File: src/rtl/cmp_pkg.sv
// Shared types and helpers for the sequential magnitude comparator.
//   state_t  : controller states
//   result_t : one-hot compare result {GRE, LES, EQU}
//   nchunk() : number of slices per operand
//   cfg_ok() : legality of a WIDTH/CHUNK pair, used as an elaboration check
package cmp_pkg;

  typedef enum logic [1:0] {
    IDLE    = 2'd0,
    COMPARE = 2'd1,
    DONE    = 2'd2
  } state_t;

  // Bit 2 = greater, bit 1 = less, bit 0 = equal.
  typedef enum logic [2:0] {
    RES_NONE = 3'b000,
    RES_EQU  = 3'b001,
    RES_LES  = 3'b010,
    RES_GRE  = 3'b100
  } result_t;

  function automatic int unsigned nchunk(input int unsigned width,
                                         input int unsigned chunk);
    return width / chunk;
  endfunction

  function automatic bit cfg_ok(input int unsigned width,
                                input int unsigned chunk);
    return (chunk != 0) && (width >= chunk) && ((width % chunk) == 0);
  endfunction

endpackage

File: src/rtl/chunk_compare.sv
// Combinational unsigned compare of one CHUNK-bit slice pair.
//   a, b     : operand slices
//   flip_msb : invert the slice MSBs first (offset-binary view of a signed top slice)
//   gt/lt/eq : a > b, a < b, a == b after the optional flip
module chunk_compare #(
  parameter int unsigned CHUNK = 4
) (
  input  logic [CHUNK-1:0] a,
  input  logic [CHUNK-1:0] b,
  input  logic             flip_msb,
  output logic             gt,
  output logic             lt,
  output logic             eq
);

  logic [CHUNK-1:0] msb_mask;
  logic [CHUNK-1:0] a_adj;
  logic [CHUNK-1:0] b_adj;

  // Flipping the sign bit maps two's-complement order onto unsigned order.
  assign msb_mask = CHUNK'(flip_msb) << (CHUNK - 1);
  assign a_adj    = a ^ msb_mask;
  assign b_adj    = b ^ msb_mask;

  assign gt = (a_adj >  b_adj);
  assign lt = (a_adj <  b_adj);
  assign eq = (a_adj == b_adj);

endmodule

File: src/rtl/seq_magnitude_comparator.sv
// Multi-cycle MSB-first magnitude comparator, one CHUNK-bit slice per clock,
// terminating at the first differing slice; cascade bits resolve equality.
//   clk, rst_n            : clock, async active-low reset
//   in_valid / in_ready   : operand handshake (A, B, Signed, cascadeG/L/E)
//   abort                 : cancels the operation in flight
//   out_valid / out_ready : result handshake (Gre, Les, Equ, one-hot)
module seq_magnitude_comparator
  import cmp_pkg::*;
#(
  parameter int unsigned WIDTH = 32,
  parameter int unsigned CHUNK = 4
) (
  input  logic             clk,
  input  logic             rst_n,
  input  logic             in_valid,
  output logic             in_ready,
  input  logic [WIDTH-1:0] A,
  input  logic [WIDTH-1:0] B,
  input  logic             Signed,
  input  logic             cascadeG,
  input  logic             cascadeL,
  input  logic             cascadeE,
  input  logic             abort,
  output logic             out_valid,
  input  logic             out_ready,
  output logic             Gre,
  output logic             Les,
  output logic             Equ
);

  localparam int unsigned NCHUNK = nchunk(WIDTH, CHUNK);
  localparam int unsigned KW     = (NCHUNK > 1) ? $clog2(NCHUNK) : 1;
  localparam logic [KW-1:0] K_TOP = KW'(NCHUNK - 1);

  generate
    if (!cfg_ok(WIDTH, CHUNK)) begin : g_cfg_check
      $error("seq_magnitude_comparator: WIDTH must be a nonzero multiple of CHUNK");
    end
  endgenerate

  state_t           state_q, state_d;
  logic [KW-1:0]    k_q, k_d;
  logic [WIDTH-1:0] a_q, b_q;
  logic             sgn_q;
  logic [2:0]       cas_q;          // {G, L, E}
  result_t          res_q, res_d;
  logic             valid_q, valid_d;
  logic             load;
  logic             alive_q;        // low only while reset holds, keeps in_ready low then

  logic [CHUNK-1:0] a_slice, b_slice;
  logic             flip_msb;
  logic             s_gt, s_lt, s_eq;

  // Current slice selection; the top slice of a signed compare is flipped.
  assign a_slice  = a_q[k_q*CHUNK +: CHUNK];
  assign b_slice  = b_q[k_q*CHUNK +: CHUNK];
  assign flip_msb = sgn_q && (k_q == K_TOP);

  chunk_compare #(.CHUNK(CHUNK)) u_chunk_compare (
    .a        (a_slice),
    .b        (b_slice),
    .flip_msb (flip_msb),
    .gt       (s_gt),
    .lt       (s_lt),
    .eq       (s_eq)
  );

  assign in_ready  = alive_q && (state_q == IDLE) && !abort;
  assign out_valid = valid_q;
  assign Gre       = res_q[2];
  assign Les       = res_q[1];
  assign Equ       = res_q[0];

  // Next-state, slice index, result and capture control.
  always_comb begin
    state_d = state_q;
    k_d     = k_q;
    res_d   = res_q;
    valid_d = valid_q;
    load    = 1'b0;
    case (state_q)
      IDLE: begin
        if (in_valid && in_ready) begin
          load    = 1'b1;
          k_d     = K_TOP;
          state_d = COMPARE;
        end
      end
      COMPARE: begin
        if (abort) begin
          state_d = IDLE;
          res_d   = RES_NONE;
          valid_d = 1'b0;
        end else if (s_gt) begin
          res_d   = RES_GRE;
          valid_d = 1'b1;
          state_d = DONE;
        end else if (s_lt) begin
          res_d   = RES_LES;
          valid_d = 1'b1;
          state_d = DONE;
        end else if (k_q == '0) begin
          // Operands equal: cascade priority G > L > E, default equal.
          if (cas_q[2])      res_d = RES_GRE;
          else if (cas_q[1]) res_d = RES_LES;
          else               res_d = RES_EQU;
          valid_d = 1'b1;
          state_d = DONE;
        end else begin
          k_d = k_q - KW'(1);
        end
      end
      DONE: begin
        if (abort) begin
          state_d = IDLE;
          res_d   = RES_NONE;
          valid_d = 1'b0;
        end else if (out_ready) begin
          state_d = IDLE;
          valid_d = 1'b0;
        end
      end
      default: begin
        state_d = IDLE;
        valid_d = 1'b0;
        res_d   = RES_NONE;
      end
    endcase
  end

  // Control state and result registers.
  always_ff @(posedge clk or negedge rst_n) begin
    if (!rst_n) begin
      state_q <= IDLE;
      k_q     <= '0;
      res_q   <= RES_NONE;
      valid_q <= 1'b0;
      alive_q <= 1'b0;
    end else begin
      state_q <= state_d;
      k_q     <= k_d;
      res_q   <= res_d;
      valid_q <= valid_d;
      alive_q <= 1'b1;
    end
  end

  // Captured operands; only these copies feed the compare.
  always_ff @(posedge clk or negedge rst_n) begin
    if (!rst_n) begin
      a_q   <= '0;
      b_q   <= '0;
      sgn_q <= 1'b0;
      cas_q <= '0;
    end else if (load) begin
      a_q   <= A;
      b_q   <= B;
      sgn_q <= Signed;
      cas_q <= {cascadeG, cascadeL, cascadeE};
    end
  end

endmodule

File: config.mk
export PLATFORM = sky130hd
export DESIGN_NAME = seq_magnitude_comparator
export DESIGN_NICKNAME = d
export VERILOG_FILES = /design/src/rtl/cmp_pkg.sv /design/src/rtl/chunk_compare.sv /design/src/rtl/seq_magnitude_comparator.sv
export SDC_FILE = /design/constraint.sdc
export NUM_CORES = 1
export LEC_CHECK = 0
export CAP_MARGIN = 20
export CORE_MARGIN = 1.5
export CORE_UTILIZATION = 50
export DETAILED_ROUTE_END_ITERATION = 6
export PLACE_DENSITY = 0.79
export SYNTH_ARGS = -nofsm -noshare
export SYNTH_HDL_FRONTEND = slang
export SYNTH_HIERARCHICAL = 1
export SYNTH_SLANG_ARGS = --single-unit
File: constraint.sdc
create_clock -name clk -period 4.8 [get_ports clk]
set_input_delay 0.48 -clock clk [delete_from_list [all_inputs] [get_ports clk]]
set_output_delay 0.48 -clock clk [all_outputs]
set_load 0.05 [all_outputs]
==> results.txt, run 1 <==
----------------------------------------------------
[Status]
  Status ... complete, no violations

[Route]
  Uppermost layer routed ... met4
  Number of remaining DRC errors ... 0
  Vias after detailed routing ... 2179
  Wire length reported by the detailed router ... 6.83 mm
  Remaining number of nets flagged by the antenna check after routing ... 0
  Detail Route met2 WL ... 3.56 mm
  Number of search-and-repair iterations in the first detailed-routing pass ... 4
  Detailed Route Iter0 Violations ... 96
  Vias per Instance ... 5.23
  Met1 routed wirelength after detailed routing ... 2.84 mm
  Detailed-routed wire length on met3 ... 370 µm
  Final routed wire length divided by cell count ... 16.4 µm

[STA]
  Finish-stage setup viols ... 0
  Time the final worst path needs with I/O delays and setup ... 3.68 ns
  Rel. slew slack ... 29.3%
  Final hold violation count ... 0
  Fmax ... 0.272 GHz
  Transition at the pin with the smallest max-transition slack ... 1.06 ns
  Setup repair after global routing missed its margin ... no
  Final Skew ... 0.00739 ns
  Final count of pins violating max slew ... 0
  Fraction of the cycle the final worst path needs ... 76.7%
  Final setup TNS ... 0 ns

[Clock network]
  CTS H-Tree Depth ... 3
  Register clock-pin slew on the reported worst setup and hold paths ... 0.08 ns
  Post-cts repair resize count ... 0
  Hold Buf Count CTS ... 0
  Cts bufs inserted ... 9
  Clock tree from TritonCTS ... yes
  Number of buffers inserted to repair setup after CTS ... 0
  Number of sinks handled by clock tree synthesis ... 77
  Root Buffer Master ... sky130_fd_sc_hd__clkbuf_8
  Buffer levels on the longest clock path ... 2
  Worst-skew pair later-pin latency ... 0.34 ns

[Pwr]
  Highest ir drop seen on vdd ... 0.363 mV
  Static power due to leakage ... 0.00214 µW
  Total power of the final layout ... 3320 µW
  Pwr Density ... 693 mW/mm²

[Global route]
  Global-route wire length before repair ... 10.9 mm
  Tot GR Track Use ... 18.7%
  Number of global-route vias before repair ... 2297
  Total gr overflow ... 0
  Maximum number of pins on one net before global-route repair ... 78
  Initial antenna violation count ... 0

[Die]
  Cell Rows ... 31
  Std-Cell Core Area ... 0.00725 mm²
  Effective utilization at floorplan ... 51.8%
  Top-level port count ... 78
  Die width ... 89.7 µm
  DIE HEIGHT ... 89.7 µm
  Overall die area ... 0.00804 mm²

[Setup path]
  Type of element launching the critical path ... flop
  Largest delay contributor family on the critical path ... multiplexers
  Kind of critical path ... reg2reg
  Largest incremental delay on the critical path ... 0.90 ns
  Worst endpoint data arrival time ... 3.90 ns
  Worst-path cell with the longest stage delay ... sky130_fd_sc_hd__dfrtp_1
  Required @ worst endpoint ... 5.02 ns
  Most frequent CP cell ... sky130_fd_sc_hd__mux2_2
  Crit-path max FO ... 19
  Internal reg-to-reg setup slack ... 1.12 ns
  Startpoint of the worst-slack reg-to-reg timing path ... k_q[1]
  Number of buffers and inverters on the critical path ... 0
  Number of cells on the worst reg-to-reg path ... 10
  Critical path endpoint category ... flop
  Sequence of cells on the critical path ... mux4_2, mux2_2, xnor2_1, ha_1, nand2_1, o21bai_4, and2_1, or3_1, o21ai_2, mux2_2
  Reg2reg end ... k_q[1]

[Yosys]
  Number of synthesized register bits ... 77
  Sequential-to-total area share from yosys stat ... 51.3%
  Mean Syn Cell Area ... 15.9 µm²
  Post-synth cell types ... 38
  Synthesized netlist net count ... 316
  Number of warnings reported in the yosys synthesis log ... 6
  Instance count of the mapped netlist ... 236
  Mapped Area ... 0.00376 mm²

[Run]
  Number of max-cap violations ... 0

[Layout]
  Count of antenna diodes in the layout ... 0
  Leading cell types in the layout, fill and taps excluded ... sky130_fd_sc_hd__dfrtp_1 (77), sky130_fd_sc_hd__clkdlybuf4s50_1 (75), sky130_fd_sc_hd__mux2_2 (46)
  Area added between synthesis and finish ... 27.4%
  Nets ... 393
  Leading cell type in the layout, fill and taps excluded ... sky130_fd_sc_hd__dfrtp_1
  Fraction of final layout cells sized beyond drive strength 1 ... 36.8%

[Hold path]
  Path type of the worst min-delay path ... in2async

[Place]
  Buffers on Ports ... 76
  Routability-driven placement congestion ratio ... 0.759
  Estimated wirelength of the detail-placed design ... 4.80 mm

----------------------------------------------------
[metrics by stage]
| step | utilization (%) | cell area [µm²] | setup slack (ns) | std cells | hold WS (ns) |
|---|---|---|---|---|---|
| after floorplan | - | 3760 | 1.29 | 236 | 0.184 |
| after global placement | 63.0 | 4570 | 1.17 | 401 | 0.462 |
| after detailed placement | 63.0 | 4570 | 1.08 | 401 | 0.467 |
| after CTS | 66.0 | 4780 | 1.07 | 417 | 0.319 |
| after global routing | 66.0 | 4780 | 0.934 | 417 | 0.352 |
| final | 66.0 | 4780 | 1.12 | 417 | 0.274 |
[cell usage after synthesis]
cell                       number  share of area [%]
sky130_fd_sc_hd__dfrtp_1       77                 51
sky130_fd_sc_hd__mux2_2        46                 14
sky130_fd_sc_hd__mux2_4        30                 12
sky130_fd_sc_hd__mux4_2        16                9.6
sky130_fd_sc_hd__ha_1           7                2.3
sky130_fd_sc_hd__inv_1          6               0.60
sky130_fd_sc_hd__buf_2          5               0.67
sky130_fd_sc_hd__buf_6          4                1.2
sky130_fd_sc_hd__nand2_1        4               0.40
sky130_fd_sc_hd__nor2_1         4               0.40
sky130_fd_sc_hd__nor2b_1        4               0.67
sky130_fd_sc_hd__a22o_1         3               0.70
sky130_fd_sc_hd__a21o_1         2               0.40
sky130_fd_sc_hd__a21oi_1        2               0.27
sky130_fd_sc_hd__nor4_1         2               0.33
sky130_fd_sc_hd__o21a_1         2               0.40
sky130_fd_sc_hd__a21oi_2        1               0.23
sky130_fd_sc_hd__a22oi_1        1               0.20
sky130_fd_sc_hd__a31oi_1        1               0.17
sky130_fd_sc_hd__and2_1         1               0.17
sky130_fd_sc_hd__and3_1         1               0.17
sky130_fd_sc_hd__buf_1          1               0.10
sky130_fd_sc_hd__buf_4          1               0.20
sky130_fd_sc_hd__clkbuf_1       1               0.10
sky130_fd_sc_hd__conb_1         1               0.10
sky130_fd_sc_hd__nand2_2        1               0.17
sky130_fd_sc_hd__nor2b_4        1               0.37
sky130_fd_sc_hd__nor3b_1        1               0.20
sky130_fd_sc_hd__nor4b_4        1               0.63
sky130_fd_sc_hd__o21ai_2        1               0.23
sky130_fd_sc_hd__o21bai_1       1               0.20
sky130_fd_sc_hd__o21bai_4       1               0.50
sky130_fd_sc_hd__o22ai_1        1               0.17
sky130_fd_sc_hd__o31ai_1        1               0.20
sky130_fd_sc_hd__or3_1          1               0.17
sky130_fd_sc_hd__or3b_2         1               0.23
sky130_fd_sc_hd__xnor2_1        1               0.23
sky130_fd_sc_hd__xor2_1         1               0.23
[registers in the layout (all words and copies together), names as in the netlist]
name       flops
res_q          3
out_valid      1
b_q           32
a_q           32
k_q            3
sgn_q          1
cas_q          2
alive_q        1
state_q        2
[power breakdown]
part           switching, µW  leakage (µW)  total (µW)  internal [µW]
Combinational            663       0.00112        1630            969
Clock                    223      0.000106         505            282
Sequential               215      0.000913        1180            965
[worst register-to-register path: stages (launching register included)]
cell,delay [ns]
sky130_fd_sc_hd__dfrtp_1,0.90
sky130_fd_sc_hd__mux4_2,0.43
sky130_fd_sc_hd__mux2_2,0.31
sky130_fd_sc_hd__xnor2_1,0.14
sky130_fd_sc_hd__ha_1,0.30
sky130_fd_sc_hd__nand2_1,0.07
sky130_fd_sc_hd__o21bai_4,0.17
sky130_fd_sc_hd__and2_1,0.19
sky130_fd_sc_hd__or3_1,0.45
sky130_fd_sc_hd__o21ai_2,0.24
sky130_fd_sc_hd__mux2_2,0.36
[area by class of cell]
cell class | instances | area (µm²)
fill | 541 | 2470
sequential | 77 | 1930
multi-input combinational | 141 | 1730
timing repair buffer | 78 | 773
clock buffer | 13 | 169
tap | 99 | 124
clock inverter | 3 | 42.5
inverter | 6 | 22.5
[kinds of logic (layout without fill, tap and decap cells)]
kind of cell | count (synthesis) | count (layout) | share of synthesized area, %
compound gates | 17 | 17 | 3.66
mux | 92 | 92 | 35.4
buf+inv | 18 | 100 | 2.86
fa+ha+maj | 7 | 7 | 2.33
other cells | 1 | 1 | 0.0998
xor+xnor | 2 | 2 | 0.466
flops | 77 | 77 | 51.3
simple gates | 22 | 22 | 3.90
[per-layer routing]
layer,up-vias,GRT usage (%)
met2,60,32.0
met4,0,5.87
met3,7,5.85
li1,1016,-
met1,1096,22.6
met5,-,0
[worst max-delay path by stage]
stage	startpoint	to	slack, ns	cells after the start
CTS	k_q[1]	k_q[1]	1.07	10
global placement	k_q[1]	k_q[1]	1.17	10
detailed placement	k_q[1]	k_q[1]	1.08	10
floorplan	k_q[0]	k_q[1]	1.29	12
global route	k_q[1]	k_q[1]	0.93	10
finish	k_q[1]	k_q[1]	1.12	10
No activity file was read; power rests on OpenSTA's default activity.
==> run 2, diff against run 1 <==
--- a/config.mk
+++ b/config.mk
@@ -7,9 +7,9 @@
 export LEC_CHECK = 0
 export CAP_MARGIN = 20
 export CORE_MARGIN = 1.5
-export CORE_UTILIZATION = 50
+export CORE_UTILIZATION = 46
 export DETAILED_ROUTE_END_ITERATION = 6
-export PLACE_DENSITY = 0.79
+export PLACE_DENSITY = 0.77
 export SYNTH_ARGS = -nofsm -noshare
 export SYNTH_HDL_FRONTEND = slang
 export SYNTH_HIERARCHICAL = 1
==> constraint.sdc (replaced) <==
create_clock -name clk -period 3 [get_ports clk]
set_input_delay 0.3 -clock clk [delete_from_list [all_inputs] [get_ports clk]]
set_output_delay 0.3 -clock clk [all_outputs]
set_load 0.05 [all_outputs]
==> run 2 against run 1 <==
Effect of this change: the run now ends with negative setup slack left; via count up 4.1%; setup slack worse by 1.2 ns; largest power group unchanged; critical endpoint unchanged; clock skew up 0.0016 ns; global-route usage down 0.53 points.
==> results.txt, run 2 (synthesized netlist as in run 1, its figures left out) <==
----------------------------------------------------
[Run]
  Number of max-cap violations ... 0

[Route]
  Number of search-and-repair iterations in the first detailed-routing pass ... 4
  Number of remaining DRC errors ... 0
  Vias after detailed routing ... 2269
  Final routed wire length divided by cell count ... 16.8 µm
  Wire length reported by the detailed router ... 7.29 mm
  Vias per Instance ... 5.22
  Remaining number of nets flagged by the antenna check after routing ... 0
  Detailed Route Iter0 Violations ... 95

[Global route]
  Maximum number of pins on one net before global-route repair ... 78
  Total gr overflow ... 0
  Number of global-route vias before repair ... 2417
  Initial antenna violation count ... 0
  Tot GR Track Use ... 18.1%
  Global-route wire length before repair ... 11.9 mm

[Place]
  Estimated wirelength of the detail-placed design ... 5.10 mm
  Routability-driven placement congestion ratio ... 0.764
  Number of placed instances, taps included ... 417
  Post-DP Area ... 0.00473 mm²
  Worst-case setup slack after placement ... -0.130 ns
  Buffers on Ports ... 76

[Layout]
  Register Area ... 0.00193 mm²
  Largest registers ranked by flip-flop count ... a_q: 32 flops, b_q: 32 flops
  Area added between synthesis and finish ... 34.9%
  Fraction of final layout cells sized beyond drive strength 1 ... 43.8%
  Number of filler cells placed in the layout ... 615
  Final standard cell area without fillers ... 0.00507 mm²
  Final standard cell count with taps included and fillers excluded ... 435
  Count of antenna diodes in the layout ... 0
  Nets ... 408
  Leading cell type in the layout, fill and taps excluded ... sky130_fd_sc_hd__dfrtp_1
  Multi-input gate area in the final layout ... 0.00182 mm²
  Leading cell types in the layout, fill and taps excluded ... sky130_fd_sc_hd__dfrtp_1 (76), sky130_fd_sc_hd__clkdlybuf4s50_1 (75), sky130_fd_sc_hd__mux2_2 (43)

[Setup path]
  Most frequent CP cell ... sky130_fd_sc_hd__mux2_4
  Required @ worst endpoint ... 3.25 ns
  Largest delay contributor family on the critical path ... multiplexers
  Crit-path max FO ... 6
  Number of buffers and inverters on the critical path ... 1
  Type of element launching the critical path ... flop
  Worst endpoint data arrival time ... 3.34 ns
  Worst-path cell with the longest stage delay ... sky130_fd_sc_hd__mux4_2
  Kind of critical path ... reg2reg
  Sequence of cells on the critical path ... buf_12, mux4_2, mux2_4, xor2_2, ha_4, nand2_2, o21bai_4, and2_4, or3_4, o21ai_4, mux2_4
  Largest incremental delay on the critical path ... 0.49 ns
  Critical path endpoint category ... flop

[Status]
  Violated checks ... negative setup slack
  Status ... complete, but fails checks

[STA]
  Transition at the pin with the smallest max-transition slack ... 0.975 ns
  Rel. slew slack ... 35.0%
  Final count of pins violating max slew ... 0
  Worst setup slack after layout ... -0.0915 ns
  Setup repair after global routing missed its margin ... yes
  Time the final worst path needs with I/O delays and setup ... 3.09 ns
  Fraction of the cycle the final worst path needs ... 103%
  Fmax ... 0.323 GHz
  Hold Worst Slack ... 0.0786 ns
  Finish-stage setup viols ... 4
  Final hold violation count ... 0
  Final setup TNS ... -0.252 ns
  Final Skew ... 0.00901 ns

[Die]
  Std-Cell Core Area ... 0.00781 mm²
  Overall die area ... 0.00872 mm²
  Cell Rows ... 32
  Effective utilization at floorplan ... 48.1%
  Die width ... 93.4 µm
  DIE HEIGHT ... 93.4 µm
  Top-level port count ... 78

[Hold path]
  Path type of the worst min-delay path ... in2async

[Pwr]
  Static power due to leakage ... 0.00226 µW
  Pwr Density ... 1240 mW/mm²
  Highest ir drop seen on vdd ... 0.675 mV

[Clock network]
  CTS H-Tree Depth ... 3
  Cts bufs inserted ... 9
  Register clock-pin slew on the reported worst setup and hold paths ... 0.09 ns
  Clock tree from TritonCTS ... yes
  Worst-skew pair later-pin latency ... 0.36 ns
  Buffer levels on the longest clock path ... 2
  Number of sinks handled by clock tree synthesis ... 77
  Hold Buf Count CTS ... 0
  Root Buffer Master ... sky130_fd_sc_hd__clkbuf_8

----------------------------------------------------
==> run 2: path summary, 6_finish.rpt <==
path / start / endpoint / slack (ns) / cells past startpoint
min in group clk: out_valid / out_valid / 0.48 / 1
hold / removal: rst_n / b_q[20] / 0.08 / 1
hold reg to reg: out_valid / out_valid / 0.48 / 1
setup reg to reg: k_q[0] / k_q[1] / -0.09 / 11
setup / recovery: k_q[0] / k_q[1] / -0.09 / 11
max in group asynchronous: rst_n / k_q[0] / 2.25 / 1
==> run 2: area by class of cell <==
class,instances,share of cell area (%)
well taps,102,2.52
repair buffers,93,18.1
clock buffers,10,2.72
inverters,6,0.445
clock inverters,6,2.17
flip-flops and latches,77,38.1
multi-input cells,141,36.0
==> run 2: power by group <==
part,switching [µW],internal (µW)
clock,395,574
combinational,1390,2060
sequential,306,1550
total,2090,4180
==> run 2: repair_timing <==
action / 4_1_cts / 5_1_grt
resized for setup: 0 / 13
setup endpoints to repair: 7 / 9
buffers inserted: 0 / 2
pin swaps: 0 / 2
endpoints found under the hold margin: 0 / 0
==> run 2: through the flow <==
step	util (%)	power, µW
6_report	64.9	6260
3_3_place_gp	60.6	4860
4_1_cts	63.7	5990
5_1_grt	64.9	6660
2_1_floorplan	-	4120
3_5_place_dp	60.6	4990
==> run 2: per-layer routing <==
layer	track usage [%]	up-vias	part of all wire (%)
met5	0	-	0
met4	7.58	0	1.8
met3	3.66	12	5.0
met2	29.0	60	49
met1	24.1	1153	44
li1	-	1044	-
==> run 3, diff against run 2 <==
--- a/config.mk
+++ b/config.mk
@@ -5,7 +5,7 @@
 export SDC_FILE = /design/constraint.sdc
 export NUM_CORES = 1
 export LEC_CHECK = 0
-export CAP_MARGIN = 20
+export CAP_MARGIN = 40
 export CORE_MARGIN = 1.5
 export CORE_UTILIZATION = 46
 export DETAILED_ROUTE_END_ITERATION = 6
==> run 3 against run 2 <==
Effect of this change: the run still ends with negative setup slack left; hold slack better by 0.37 ns; first-iteration DRC count decreased by 29%; critical path depth stayed put; count of clock-buffer cells in the layout unchanged; sequential power about the same; fmax is 0.86% lower; die area is the same; final cell count is the same; setup slack got worse by 0.027 ns; via count fell by 0.35%; total power down 2.8%; critical endpoint unchanged.
==> results.txt, run 3 (synthesized netlist as in run 1, its figures left out) <==
----------------------------------------------------
[STA]
  Final Skew ... 0.00911 ns
  Fraction of the cycle the final worst path needs ... 104%
  Transition at the pin with the smallest max-transition slack ... 0.521 ns
  Setup repair after global routing missed its margin ... yes
  Final hold violation count ... 0
  Finish-stage setup viols ... 5
  Rel. slew slack ... 65.3%
  Fmax ... 0.321 GHz
  Worst setup slack after layout ... -0.118 ns
  Final count of pins violating max slew ... 0
  Time the final worst path needs with I/O delays and setup ... 3.12 ns

[Route]
  Wire length reported by the detailed router ... 7.15 mm
  Number of remaining DRC errors ... 0
  Vias per Instance ... 5.20
  Remaining number of nets flagged by the antenna check after routing ... 0
  Detailed Route Iter0 Violations ... 67
  Number of search-and-repair iterations in the first detailed-routing pass ... 4
  Vias after detailed routing ... 2261
  Final routed wire length divided by cell count ... 16.4 µm

[Setup path]
  Type of element launching the critical path ... flop
  Required @ worst endpoint ... 3.24 ns
  Kind of critical path ... reg2reg
  Critical path endpoint category ... flop
  Startpoint of the worst-slack reg-to-reg timing path ... k_q[0]
  Crit-path max FO ... 6
  Worst endpoint data arrival time ... 3.35 ns
  Launch point of the worst path ... k_q[0]

[Layout]
  Final standard cell utilization of the core ... 64.6%
  Multi-input gate area in the final layout ... 0.00179 mm²
  Number of filler cells placed in the layout ... 586
  Largest registers ranked by flip-flop count ... a_q: 32 flops, b_q: 32 flops
  Fraction of final layout cells sized beyond drive strength 1 ... 42.0%
  Area added between synthesis and finish ... 34.3%
  Register Area ... 0.00193 mm²
  Leading cell type in the layout, fill and taps excluded ... sky130_fd_sc_hd__dfrtp_1
  Count of antenna diodes in the layout ... 0
  Nets ... 408
  Final standard cell area without fillers ... 0.00505 mm²
  Leading cell types in the layout, fill and taps excluded ... sky130_fd_sc_hd__dfrtp_1 (76), sky130_fd_sc_hd__clkdlybuf4s50_1 (75), sky130_fd_sc_hd__mux2_2 (44)

[Die]
  Cell Rows ... 32
  Die width ... 93.4 µm
  Effective utilization at floorplan ... 48.1%
  DIE HEIGHT ... 93.4 µm
  Overall die area ... 0.00872 mm²
  Std-Cell Core Area ... 0.00781 mm²
  Top-level port count ... 78

[Status]
  Status ... complete, but fails checks
  Violated checks ... negative setup slack

[Pwr]
  Pwr Density ... 1210 mW/mm²
  Highest ir drop seen on vdd ... 0.743 mV
  Static power due to leakage ... 0.00226 µW

[Clock network]
  Number of buffers inserted to repair setup after CTS ... 0
  Number of sinks handled by clock tree synthesis ... 77
  Cts bufs inserted ... 9
  Register clock-pin slew on the reported worst setup and hold paths ... 0.08 ns
  Buffer levels on the longest clock path ... 2
  CTS H-Tree Depth ... 3
  Clock tree from TritonCTS ... yes
  Root Buffer Master ... sky130_fd_sc_hd__clkbuf_8
  Worst-skew pair later-pin latency ... 0.35 ns

[Place]
  Estimated wirelength of the detail-placed design ... 5.21 mm
  Post-DP Area ... 0.00475 mm²
  Routability-driven placement congestion ratio ... 0.764
  Buffers on Ports ... 76

[Global route]
  Number of global-route vias before repair ... 2371
  Maximum number of pins on one net before global-route repair ... 42
  Tot GR Track Use ... 18.0%
  Total gr overflow ... 0
  Initial antenna violation count ... 0
  Global-route wire length before repair ... 11.7 mm

[Run]
  Number of max-cap violations ... 0

[Hold path]
  Path type of the worst min-delay path ... in2async

----------------------------------------------------
-- run 3: what timing repair did --
action,in CTS,in global routing
pin swaps,1,3
hold endpoints to repair,36,0
hold buffers,1,0
resized for setup,0,8
setup endpoints to repair,7,9
-- run 3: metrics by stage --
stage	power (µW)	hold WS (ns)	setup slack (ns)	cells	setup TNS, ns
4_1_cts	5980	0.454	-0.153	435	-0.754
3_3_place_gp	4860	0.463	-0.0873	417	-0.413
2_1_floorplan	4120	0.00441	-0.173	236	-0.589
5_1_grt	6480	0.482	-0.227	435	-1.20
6_report	6090	0.445	-0.118	435	-0.366
3_5_place_dp	4990	0.300	-0.124	418	-0.546
-- run 3: final timing paths --
check	to	depth (start not counted)	slack, ns
worst max-delay path	k_q[1]	11	-0.12
worst min-delay path	b_q[21]	2	0.45
worst max register to register	k_q[1]	11	-0.12
worst min register to register	out_valid	1	0.48
max in group asynchronous	k_q[0]	3	1.95
min in group clk	out_valid	1	0.48
-- run 3: final cells by class --
type	instances	share of cell area, %
well taps	102	2.53
clock inverters	6	2.18
repair buffers	93	18.5
clock buffers	10	2.73
inverters	6	0.446
multi-input cells	141	35.4
flip-flops and latches	77	38.2
-- run 3: power breakdown --
part	leakage, µW	internal, µW	switching [µW]	total (µW)
sequential	0.000913	1550	302	1850
combinational	0.00123	1950	1330	3280
clock	0.000119	574	388	962
-- run 3: routing by layer --
metal,up-vias,part of all wire (%),track usage (%)
li1,1046,-,-
met1,1150,46,24.1
met2,53,48,28.3
met3,12,3.9,3.66
met4,0,1.9,7.95
met5,-,0,0
-- run 3: worst max-delay path: stages (launching register included) --
cell and delay, ns:
sky130_fd_sc_hd__dfrtp_2 0.40, sky130_fd_sc_hd__buf_12 0.13, sky130_fd_sc_hd__mux4_2 0.49, sky130_fd_sc_hd__mux2_4 0.29
sky130_fd_sc_hd__xor2_1 0.14, sky130_fd_sc_hd__ha_1 0.33, sky130_fd_sc_hd__nand2_2 0.06, sky130_fd_sc_hd__o21bai_4 0.17
sky130_fd_sc_hd__and2_4 0.14, sky130_fd_sc_hd__or3_4 0.38, sky130_fd_sc_hd__o21ai_4 0.16, sky130_fd_sc_hd__mux2_4 0.31
